## src/rtl/oc8051_wb_pkg.sv

```systemverilog
// Shared types and constants for the oc8051 Wishbone data-bus responder.
package oc8051_wb_pkg;

    localparam int         WAIT_W      = 4;
    localparam logic [7:0] DAT_DEFAULT = 8'h00;

    typedef enum logic [1:0] {
        IDLE,
        WAIT,
        RESP
    } state_e;

endpackage

```

## src/rtl/oc8051_wbd_if.sv

```systemverilog
// Wishbone classic data-bus bundle between the oc8051 core (master) and a responder (slave).
interface oc8051_wbd_if #(
    parameter int ADDR_W = 16
) ();

    logic              wbd_cyc_i;
    logic              wbd_stb_i;
    logic              wbd_we_i;
    logic [ADDR_W-1:0] wbd_adr_i;
    logic [7:0]        wbd_dat_i;
    logic [7:0]        wbd_dat_o;
    logic              wbd_ack_o;
    logic              wbd_err_o;

    modport slave (
        input  wbd_cyc_i, wbd_stb_i, wbd_we_i, wbd_adr_i, wbd_dat_i,
        output wbd_dat_o, wbd_ack_o, wbd_err_o
    );

    modport master (
        output wbd_cyc_i, wbd_stb_i, wbd_we_i, wbd_adr_i, wbd_dat_i,
        input  wbd_dat_o, wbd_ack_o, wbd_err_o
    );

endinterface

```

## src/rtl/oc8051_wbd_ram.sv

```systemverilog
// Single-port byte RAM: synchronous write, asynchronous read. Contents are never reset.
module oc8051_wbd_ram #(
    parameter int MEM_DEPTH = 256,
    parameter int AW        = 8
) (
    input  logic          clk,
    input  logic          we,
    input  logic [AW-1:0] adr,
    input  logic [7:0]    wdat,
    output logic [7:0]    rdat
);

    logic [7:0] mem [MEM_DEPTH];

    always_ff @(posedge clk) begin
        if (we) mem[adr] <= wdat;
    end

    assign rdat = mem[adr];

endmodule

```

## src/rtl/oc8051_wbd_responder.sv

```systemverilog
// Wishbone classic slave for the oc8051 wbd_* port: local byte RAM, programmable
// wait states, error on out-of-range addresses. All bus outputs are registered.
module oc8051_wbd_responder
    import oc8051_wb_pkg::*;
#(
    parameter int ADDR_W    = 16,
    parameter int MEM_DEPTH = 256,
    parameter int CNT_W     = 16
) (
    input  logic              clk,
    input  logic              rst_n,
    oc8051_wbd_if.slave       wbd,
    input  logic [WAIT_W-1:0] wait_i,
    output logic [CNT_W-1:0]  xfer_cnt_o,
    output logic              busy_o
);

    localparam int              AW      = (MEM_DEPTH > 1) ? $clog2(MEM_DEPTH) : 1;
    localparam logic [ADDR_W:0] DEPTH_L = (ADDR_W + 1)'(MEM_DEPTH);

    state_e            state, state_n;
    logic [ADDR_W-1:0] adr_q;
    logic              we_q;
    logic [7:0]        dat_q;
    logic [WAIT_W-1:0] cnt_q;
    logic              ack_q, err_q;
    logic [7:0]        rdat_q;
    logic [CNT_W-1:0]  xfer_q;

    logic              req, accept, enter_resp;
    logic [ADDR_W-1:0] cur_adr;
    logic              cur_we, cur_hit;
    logic              ram_we;
    logic [7:0]        ram_rdat;

    assign req    = wbd.wbd_cyc_i & wbd.wbd_stb_i;
    assign accept = (state == IDLE) & req;

    // In IDLE the live bus is the request about to be latched; afterwards only the latched copy counts.
    assign cur_adr = (state == IDLE) ? wbd.wbd_adr_i : adr_q;
    assign cur_we  = (state == IDLE) ? wbd.wbd_we_i  : we_q;
    assign cur_hit = ({1'b0, cur_adr} < DEPTH_L);
    assign ram_we  = (state == RESP) & cur_we & cur_hit;

    always_comb begin
        state_n = state;
        unique case (state)
            IDLE: if (req) state_n = (wait_i != '0) ? WAIT : RESP;
            WAIT: begin
                if (!wbd.wbd_cyc_i)          state_n = IDLE;
                else if (cnt_q <= WAIT_W'(1)) state_n = RESP;
            end
            RESP:    state_n = IDLE;
            default: state_n = IDLE;
        endcase
    end

    assign enter_resp = (state_n == RESP) & (state != RESP);

    always_ff @(posedge clk or negedge rst_n) begin
        if (!rst_n) state <= IDLE;
        else        state <= state_n;
    end

    always_ff @(posedge clk or negedge rst_n) begin
        if (!rst_n) begin
            adr_q <= '0;
            we_q  <= 1'b0;
            dat_q <= DAT_DEFAULT;
            cnt_q <= '0;
        end else if (accept) begin
            adr_q <= wbd.wbd_adr_i;
            we_q  <= wbd.wbd_we_i;
            dat_q <= wbd.wbd_dat_i;
            cnt_q <= wait_i;
        end else if (state == WAIT) begin
            cnt_q <= cnt_q - WAIT_W'(1);
        end
    end

    // Response registers are loaded on the edge that enters RESP, so they are valid for exactly that cycle.
    always_ff @(posedge clk or negedge rst_n) begin
        if (!rst_n) begin
            ack_q  <= 1'b0;
            err_q  <= 1'b0;
            rdat_q <= DAT_DEFAULT;
            xfer_q <= '0;
        end else begin
            ack_q  <= enter_resp & cur_hit;
            err_q  <= enter_resp & ~cur_hit;
            rdat_q <= (enter_resp & cur_hit & ~cur_we) ? ram_rdat : DAT_DEFAULT;
            if (state == RESP) xfer_q <= xfer_q + CNT_W'(1);
        end
    end

    oc8051_wbd_ram #(
        .MEM_DEPTH (MEM_DEPTH),
        .AW        (AW)
    ) u_ram (
        .clk  (clk),
        .we   (ram_we),
        .adr  (cur_adr[AW-1:0]),
        .wdat (dat_q),
        .rdat (ram_rdat)
    );

    assign wbd.wbd_ack_o = ack_q;
    assign wbd.wbd_err_o = err_q;
    assign wbd.wbd_dat_o = rdat_q;
    assign xfer_cnt_o    = xfer_q;
    assign busy_o        = (state != IDLE);

endmodule

```

## src/flat_wrapper.sv

```systemverilog
// flat-port wrapper written by rule: the top's interface ports become plain ports
module oc8051_wbd_responder_flat import oc8051_wb_pkg::*;
#(
    parameter int ADDR_W    = 16,
    parameter int MEM_DEPTH = 256,
    parameter int CNT_W     = 16
)
  (clk, rst_n, wait_i, xfer_cnt_o, busy_o, wbd_wbd_cyc_i, wbd_wbd_stb_i, wbd_wbd_we_i, wbd_wbd_adr_i, wbd_wbd_dat_i, wbd_wbd_dat_o, wbd_wbd_ack_o, wbd_wbd_err_o);
  oc8051_wbd_if #(.ADDR_W(ADDR_W)) wbd_i ();
  input  logic clk;
  input  logic rst_n;
  input  logic [WAIT_W-1:0] wait_i;
  output logic [CNT_W-1:0] xfer_cnt_o;
  output logic busy_o;
  input wire logic [$bits(wbd_i.wbd_cyc_i)-1:0] wbd_wbd_cyc_i;
  input wire logic [$bits(wbd_i.wbd_stb_i)-1:0] wbd_wbd_stb_i;
  input wire logic [$bits(wbd_i.wbd_we_i)-1:0] wbd_wbd_we_i;
  input wire logic [$bits(wbd_i.wbd_adr_i)-1:0] wbd_wbd_adr_i;
  input wire logic [$bits(wbd_i.wbd_dat_i)-1:0] wbd_wbd_dat_i;
  output wire logic [$bits(wbd_i.wbd_dat_o)-1:0] wbd_wbd_dat_o;
  output wire logic [$bits(wbd_i.wbd_ack_o)-1:0] wbd_wbd_ack_o;
  output wire logic [$bits(wbd_i.wbd_err_o)-1:0] wbd_wbd_err_o;
  assign wbd_i.wbd_cyc_i = wbd_wbd_cyc_i;
  assign wbd_i.wbd_stb_i = wbd_wbd_stb_i;
  assign wbd_i.wbd_we_i = wbd_wbd_we_i;
  assign wbd_i.wbd_adr_i = wbd_wbd_adr_i;
  assign wbd_i.wbd_dat_i = wbd_wbd_dat_i;
  assign wbd_wbd_dat_o = wbd_i.wbd_dat_o;
  assign wbd_wbd_ack_o = wbd_i.wbd_ack_o;
  assign wbd_wbd_err_o = wbd_i.wbd_err_o;
  oc8051_wbd_responder #(.ADDR_W(ADDR_W), .MEM_DEPTH(MEM_DEPTH), .CNT_W(CNT_W)) u_core (.clk(clk), .rst_n(rst_n), .wbd(wbd_i), .wait_i(wait_i), .xfer_cnt_o(xfer_cnt_o), .busy_o(busy_o));
endmodule
```

## config.mk

```make
export PLATFORM = sky130hd
export DESIGN_NAME = oc8051_wbd_responder_flat
export DESIGN_NICKNAME = d
export VERILOG_FILES = /design/src/rtl/oc8051_wb_pkg.sv /design/src/rtl/oc8051_wbd_if.sv /design/src/rtl/oc8051_wbd_ram.sv /design/src/rtl/oc8051_wbd_responder.sv /design/src/flat_wrapper.sv
export SDC_FILE = /design/constraint.sdc
export NUM_CORES = 2
export LEC_CHECK = 0
export BUFFER_PORTS_ARGS = -buffer_cell sky130_fd_sc_hd__buf_4
export CORE_MARGIN = 2
export CORE_UTILIZATION = 60
export CTS_BUF_LIST = sky130_fd_sc_hd__clkbuf_2
export DETAILED_ROUTE_END_ITERATION = 6
export PLACE_DENSITY = 0.77
export SYNTH_ARGS = -nofsm -noshare
export SYNTH_HDL_FRONTEND = slang
export SYNTH_SLANG_ARGS = --single-unit
```

## constraint.sdc

```tcl
create_clock -name clk -period 4.6 [get_ports clk]
set_clock_uncertainty 0.05 [all_clocks]
set_input_delay 0.23 -clock clk [delete_from_list [all_inputs] [get_ports clk]]
set_output_delay 0.23 -clock clk [all_outputs]
set_load 0.05 [all_outputs]
```

Word-level counts from Yosys, hierarchy flattened
Memory sizes are Yosys's and may differ from the RTL's.
Cells that the tools add are included.
{"block": "op_classes", "addsub": 2, "order_cmp": 2, "eq_ne": 4, "mux": 12, "bitwise": 10, "n_reduce_logical": 4}
{"operator": "16-bit by 1-bit adder with 16-bit output (second input constant)", "count": 1}
{"operator": "16-bit by 9-bit < comparator with 1-bit output (second input constant)", "count": 1}
{"operator": "16-bit two-way mux", "count": 1}
{"operator": "1-bit AND", "count": 8}
{"operator": "2-bit two-way mux", "count": 4}
{"operator": "4-bit two-way mux", "count": 2}
{"operator": "8-bit two-way mux", "count": 1}
{"operator": "2-bit == test (second input constant)", "count": 2}
{"operator": "4-bit by 1-bit <= comparator with 1-bit output (second input constant)", "count": 1}
{"operator": "2-bit one-hot mux with 2 select lines", "count": 1}
{"operator": "2-bit nonzero test", "count": 2}
{"operator": "4-bit nonzero test", "count": 1}
{"operator": "4-bit by 1-bit subtractor with 4-bit output (second input constant)", "count": 1}
{"operator": "1-bit two-way mux", "count": 3}
{"operator": "2-bit by 1-bit == test with 1-bit output (second input constant)", "count": 1}
{"operator": "2-bit zero test", "count": 1}
{"operator": "2-bit inequality test (second input constant)", "count": 1}
{"operator": "1-bit NOT", "count": 2}
{"block": "totals", "register_bits": 57, "mem_bits_rw": 2048, "inputBits": 33, "elab_cells": 44, "n_memories": 1}
{"memory": "u_core.u_ram.mem", "words": 256, "word_bits": 8, "rd": 1, "rd_ports_with_merged_regs": 0, "wr": 1, "line": "oc8051_wbd_ram.sv:13", "source": "logic [7:0] mem [MEM_DEPTH];"}

Logic depth before layout (Yosys ltp)
{"block": "logic_depth", "ltp_word": 9, "ltp_mapped": 14}

Modules after synthesis
A second synthesis with hierarchy kept.
{"block": "hier_totals", "hier_cells": 3738, "area_unflattened_um2": 80888.8}
{"mod": "oc8051_wbd_ram", "n_inst": 1, "cells_each": 3539, "area_per_inst_um2": 78332.6, "seq_area_each_um2": 61499.0}
{"mod": "oc8051_wbd_responder", "n_inst": 1, "cells_each": 199, "area_per_inst_um2": 2556.2, "seq_area_each_um2": 1426.4}

Least setup slack after synthesis
Ideal clock, no wire load.
{"block": "synth_timing", "kind": "register to register", "startpoint": "register u_core.dat_q[0]", "endpoint": "memory u_core.u_ram.mem[0][0], data pin", "setup_ps": 804, "arrival_ps": 3183, "required_ps": 3746, "slack_ps": 563, "stages_incl_launch_ff": 1, "n_path_buf": 0, "synth_period_minus_slack_ps": 4037, "path_cell_list": "dfrtp_1"}
{"element": "from (decl)", "line": "oc8051_wbd_responder.sv:24", "source": "logic [7:0] dat_q;"}
{"element": "from (signal assigned)", "line": "oc8051_wbd_responder.sv:74", "source": "dat_q <= wbd.wbd_dat_i;"}
{"element": "to (decl)", "line": "oc8051_wbd_ram.sv:13"}
Straight into the memory's write port.

Final worst setup path
{"block": "layout_timing", "startpoint": "register u_core.state[0]", "endpoint": "register u_core.rdat_q[3], in the netlist u_core.wbd.wbd_dat_o[3]"}
{"block": "layout_between", "elab_chain_cells": 8}
{"element": "from (decl)", "line": "oc8051_wbd_responder.sv:21", "source": "state_e state, state_n;"}
{"element": "from (signal assigned)", "line": "oc8051_wbd_responder.sv:62", "source": "else state <= state_n;"}
{"element": "parallel branches: the longest is 7 deep, another holds 16-bit by 9-bit < comparator with 1-bit output"}
{"element": "8-bit two-way mux (*)", "line": "oc8051_wbd_responder.sv:91", "source": "rdat_q <= (enter_resp & cur_hit & ~cur_we) ? ram_rdat : DAT_DEFAULT;"}
{"element": "to (signal assigned)", "line": "oc8051_wbd_responder.sv:91"}
{"element": "to (decl)", "line": "oc8051_wbd_responder.sv:27", "source": "logic [7:0] rdat_q;"}
Every way passes the cells marked *.
A chain may end at the register's enable or synchronous reset.

==> impl_metrics.py <==
metrics = {
    "synth": {
        "synth_warnings": 0,
        "ys_seq_elements": 2105,
        "synthesized_area_per_cell_um2": 16.6,
        "mappedNetlistNets": 4707,
        "ys.flop_type": "edfxtp_1",
        "synth_async_sr_flop_share_pct": 2.71,
        "synth_enable_flop_cells": 2048,
        "mappedNetlistArea_mm2": 0.0777,
        "synth-seq-area-share_pct": 81.0,
        "synth.distinct_cells": 47,
        "post_synth_inst_count": 4671,
    },
    "sta": {
        "timing.slew.headroom_pct": 19.1,
        "final.period_utilization_pct": 97.8,
        "final_max_slew_viol_count": 0,
        "tightestPinTransition_ns": 1.21,
        "hold_violations": 0,
        "max_freq_mhz": 222,
        "totalNegativeSetupSlack_ns": 0,
        "final_period_demand_of_the_worst_path_ns": 4.50,
        "fin_worst_hold_slack_ns": 0.191,
        "timing.final.setup_violations": 0,
    },
    "grt": {
        "groute.layer.met2.usage_pct": 49.7,
        "use_met3_pct": 8.96,
        "busiest_layer": "met2",
        "grt_remaining_overflow": 0,
        "met1_usage_pct": 44.0,
        "grt_antenna_before_repair": 5,
        "wire_length_of_the_first_global_routing_pass_mm": 317,
        "grt_start_max_net_pins": 153,
        "first_global_vias": 49200,
        "grt_usage_pct": 32.9,
    },
    "cells_and_area": {
        "final_net_count": 5437,
        "fillCellCount": 8260,
        "drive_above_1_share_pct": 20.9,
        "area.growth.synth_to_final_pct": 12.7,
        "multi_input_logic_area_mm2": 0.0131,
        "seq_area_mm2": 0.0630,
    },
    "floorplan": {
        "core_area_mm2": 0.129,
        "fp_rows": 132,
        "initial_utilization_pct": 60.2,
        "die-width_um": 364,
        "die_height_um": 364,
        "area_of_the_die_mm2": 0.132,
        "design.portCount": 60,
    },
    "critical_path": {
        "critPathMaxFanout": 36,
        "crit_chain": "o211ai_1, o21a_4, buf_12, buf_4, o22ai_1, o21ai_0, a41oi_2, o41ai_4, nand3_1, nor3_1",
        "rr_startpoint": "u_core.state[0]$_DFF_PN0_",
        "cp.depth": 10,
        "slowest_stage": "o41ai_4",
        "crit_buf_inv": 2,
        "critical_path_class": "flop to flop",
        "worst_r2r_path_depth": 10,
        "arrival_ns": 6.17,
        "crit_path_end_kind": "flop",
        "timing.critical_path.from": "u_core.state[0]$_DFF_PN0_",
        "critPathTopFamily": "compound AO/OA/AOI/OAI gates",
        "critical_path.max_stage_delay_ns": 0.76,
        "crit_path_start_kind": "flop",
        "critPathRequiredTime_ns": 6.27,
    },
    "placed_design": {
        "dpl.hpwl_mm": 127,
        "buffer_ports.inserted": 59,
        "globalplace.congestion": 0.905,
    },
    "flow_run": {
        "cap_viol_max_count": 0,
    },
    "clocking": {
        "clkTransAtPathRegs_ns": 0.11,
        "tritoncts.num_buffers": 488,
        "max-clock-path-buffers": 4,
        "clkLatencyLatePin_ns": 1.84,
        "clock-sinks": 2105,
        "post_cts_setup_repair_buffer_count": 0,
        "tritoncts": "done",
        "root_buffer": "clkbuf_2",
        "htreeDepth": 5,
    },
    "power": {
        "cellLeakagePower_nw": 28.2,
        "p_per_area_mw_per_mm2": 466,
        "irDropWorstVdd_v": 0.000349,
    },
    "drt": {
        "routedWlPerCell_um": 29.2,
        "drt-vias-per-instance": 6.78,
        "postRouteWirelength_mm": 220,
        "number_of_nets_with_antenna_violations_after_routing": 0,
        "drcViolationCount": 1,
        "first_pass_iters": 7,
        "drtIter0Drc": 9030,
        "vias": 50900,
    },
    "run_status": {
        "failed_checks": "DRC",
        "status": "finished, violations left",
    },
    "min_path": {
        "hp-start": "wbd_wbd_adr_i[2]",
        "min_delay_path_depth": 8,
        "path_type_of_the_worst_min_delay_path": "primary input to flop",
    },
}
==> per-layer routing <==
layer | vias up | wire length [um]
met5 | - | 13
met4 | 2 | 11800
met3 | 710 | 32600
met2 | 4630 | 101000
met1 | 24500 | 74200
li1 | 21000 | -
==> cell usage after synthesis, drive strengths merged (6+ instances only) <==
cell,n,area share [%]
edfxtp,2048,79
o22ai,901,7.3
o21ai,463,3.0
nor2,266,1.3
buf,224,1.8
a22oi,129,1.2
clkbuf,114,0.55
nand2,114,0.55
a41oi,112,1.3
a21oi,68,0.44
dfrtp,57,1.8
nor4,24,0.19
nand3,20,0.13
o41ai,20,0.24
xnor2,13,0.15
nand2b,10,0.081
nand4,9,0.072
o21a,9,0.097
inv,8,0.039
and3,6,0.048
or4,6,0.058
==> state kept, by name, indices dropped and copies added (netlist names) <==
name,count
u_core.cnt_q,4
u_core.we_q,1
u_core.dat_q,8
u_core.u_ram.mem,2048
u_core.state,2
u_core.wbd.wbd_err_o,1
u_core.wbd.wbd_dat_o,8
u_core.xfer_cnt_o,16
u_core.adr_q,16
u_core.wbd.wbd_ack_o,1
==> cell type report <==
cell class	instances	area share [%]
repair buffers	578	5.92
well taps	1742	2.49
clock inverters	135	0.653
inverters	8	0.0343
multi-input cells	2220	14.9
flip-flops and latches	2105	71.9
clock buffers	703	4.02
diodes	18	0.0514
==> tightest hold or removal path, stage by stage <==
cell,delay (ns)
dlygate4sd3_1,0.52
buf_4,0.15
or3_1,0.18
o31ai_4,0.10
buf_12,0.22
nand2_1,0.15
buf_4,0.23
nor2_1,0.09
==> power by group <==
group          leakage [nW]  switching [W]  internal (W)
Sequential             19.3       0.000484        0.0224
Clock                  3.19        0.00703       0.00417
Combinational          5.75        0.00498       0.00177
==> cell families after synthesis <==
logic type / count (synthesis) / share of synthesized area (%)
XOR/XNOR: 16 / 0.180
flip-flops: 2105 / 81.0
AO/OA/AOI/OAI: 1726 / 13.8
multiplexers: 1 / 0.0145
buffers and inverters: 346 / 2.36
adder cells (fa/ha/maj): 3 / 0.0483
AND/OR/NAND/NOR: 474 / 2.60
==> placed cells by master (no fill, tap or decap), drive strengths merged, types with 3 or more instances in the layout <==
cell / count
edfxtp: 2048
nand2b: 10
a21oi: 68
o41ai: 20
nor4: 24
nand2: 114
dfrtp: 57
a41oi: 112
buf: 448
inv: 13
and2: 4
a211oi: 4
o21ai: 463
nand3b: 3
or3: 3
a22oi: 129
nand4: 9
clkbuf: 703
o31a: 4
o31ai: 5
o21a: 9
clkinv: 127
xor2: 3
diode: 18
and3: 6
nand3: 20
o22ai: 901
dlygate4sd3: 130
a31oi: 4
nor2: 266
ha: 3
nor3: 4
o221ai: 5
or4: 6
xnor2: 13
==> metrics by stage <==
stage	total power [W]	util, %	std cells	cell area (um^2)	setup slack (ns)
global placement	0.0293	63.6	6522	82100	-0.0593
floorplan	0.0268	-	4671	77700	0.563
detailed placement	0.0295	63.6	6522	82100	-0.230
finish	0.0408	67.9	7509	87600	0.101
CTS	0.0405	67.8	7491	87500	0.161
global route	0.0420	67.9	7501	87500	-0.101
==> final timing paths <==
path / end / slack (ns)
max: u_core.wbd.wbd_dat_o[3]$_DFF_PN0_ / 0.10
min: u_core.u_ram.mem[177][6]$_DFFE_PP_ / 0.19
max reg2reg: u_core.wbd.wbd_dat_o[3]$_DFF_PN0_ / 0.10
min reg2reg: u_core.xfer_cnt_o[15]$_DFFE_PN0N_ / 0.43
max in group asynchronous: u_core.dat_q[0]$_DFFE_PN0P_ / 3.43
min in group asynchronous: u_core.xfer_cnt_o[4]$_DFFE_PN0N_ / 0.65
==> repair_timing <==
action,in CTS,in global routing
hold buffers,131,0
hold endpoints to repair,2146,0
setup endpoints to repair,2,2
resized for setup,2,3
Power figures use the tool's default switching activity.
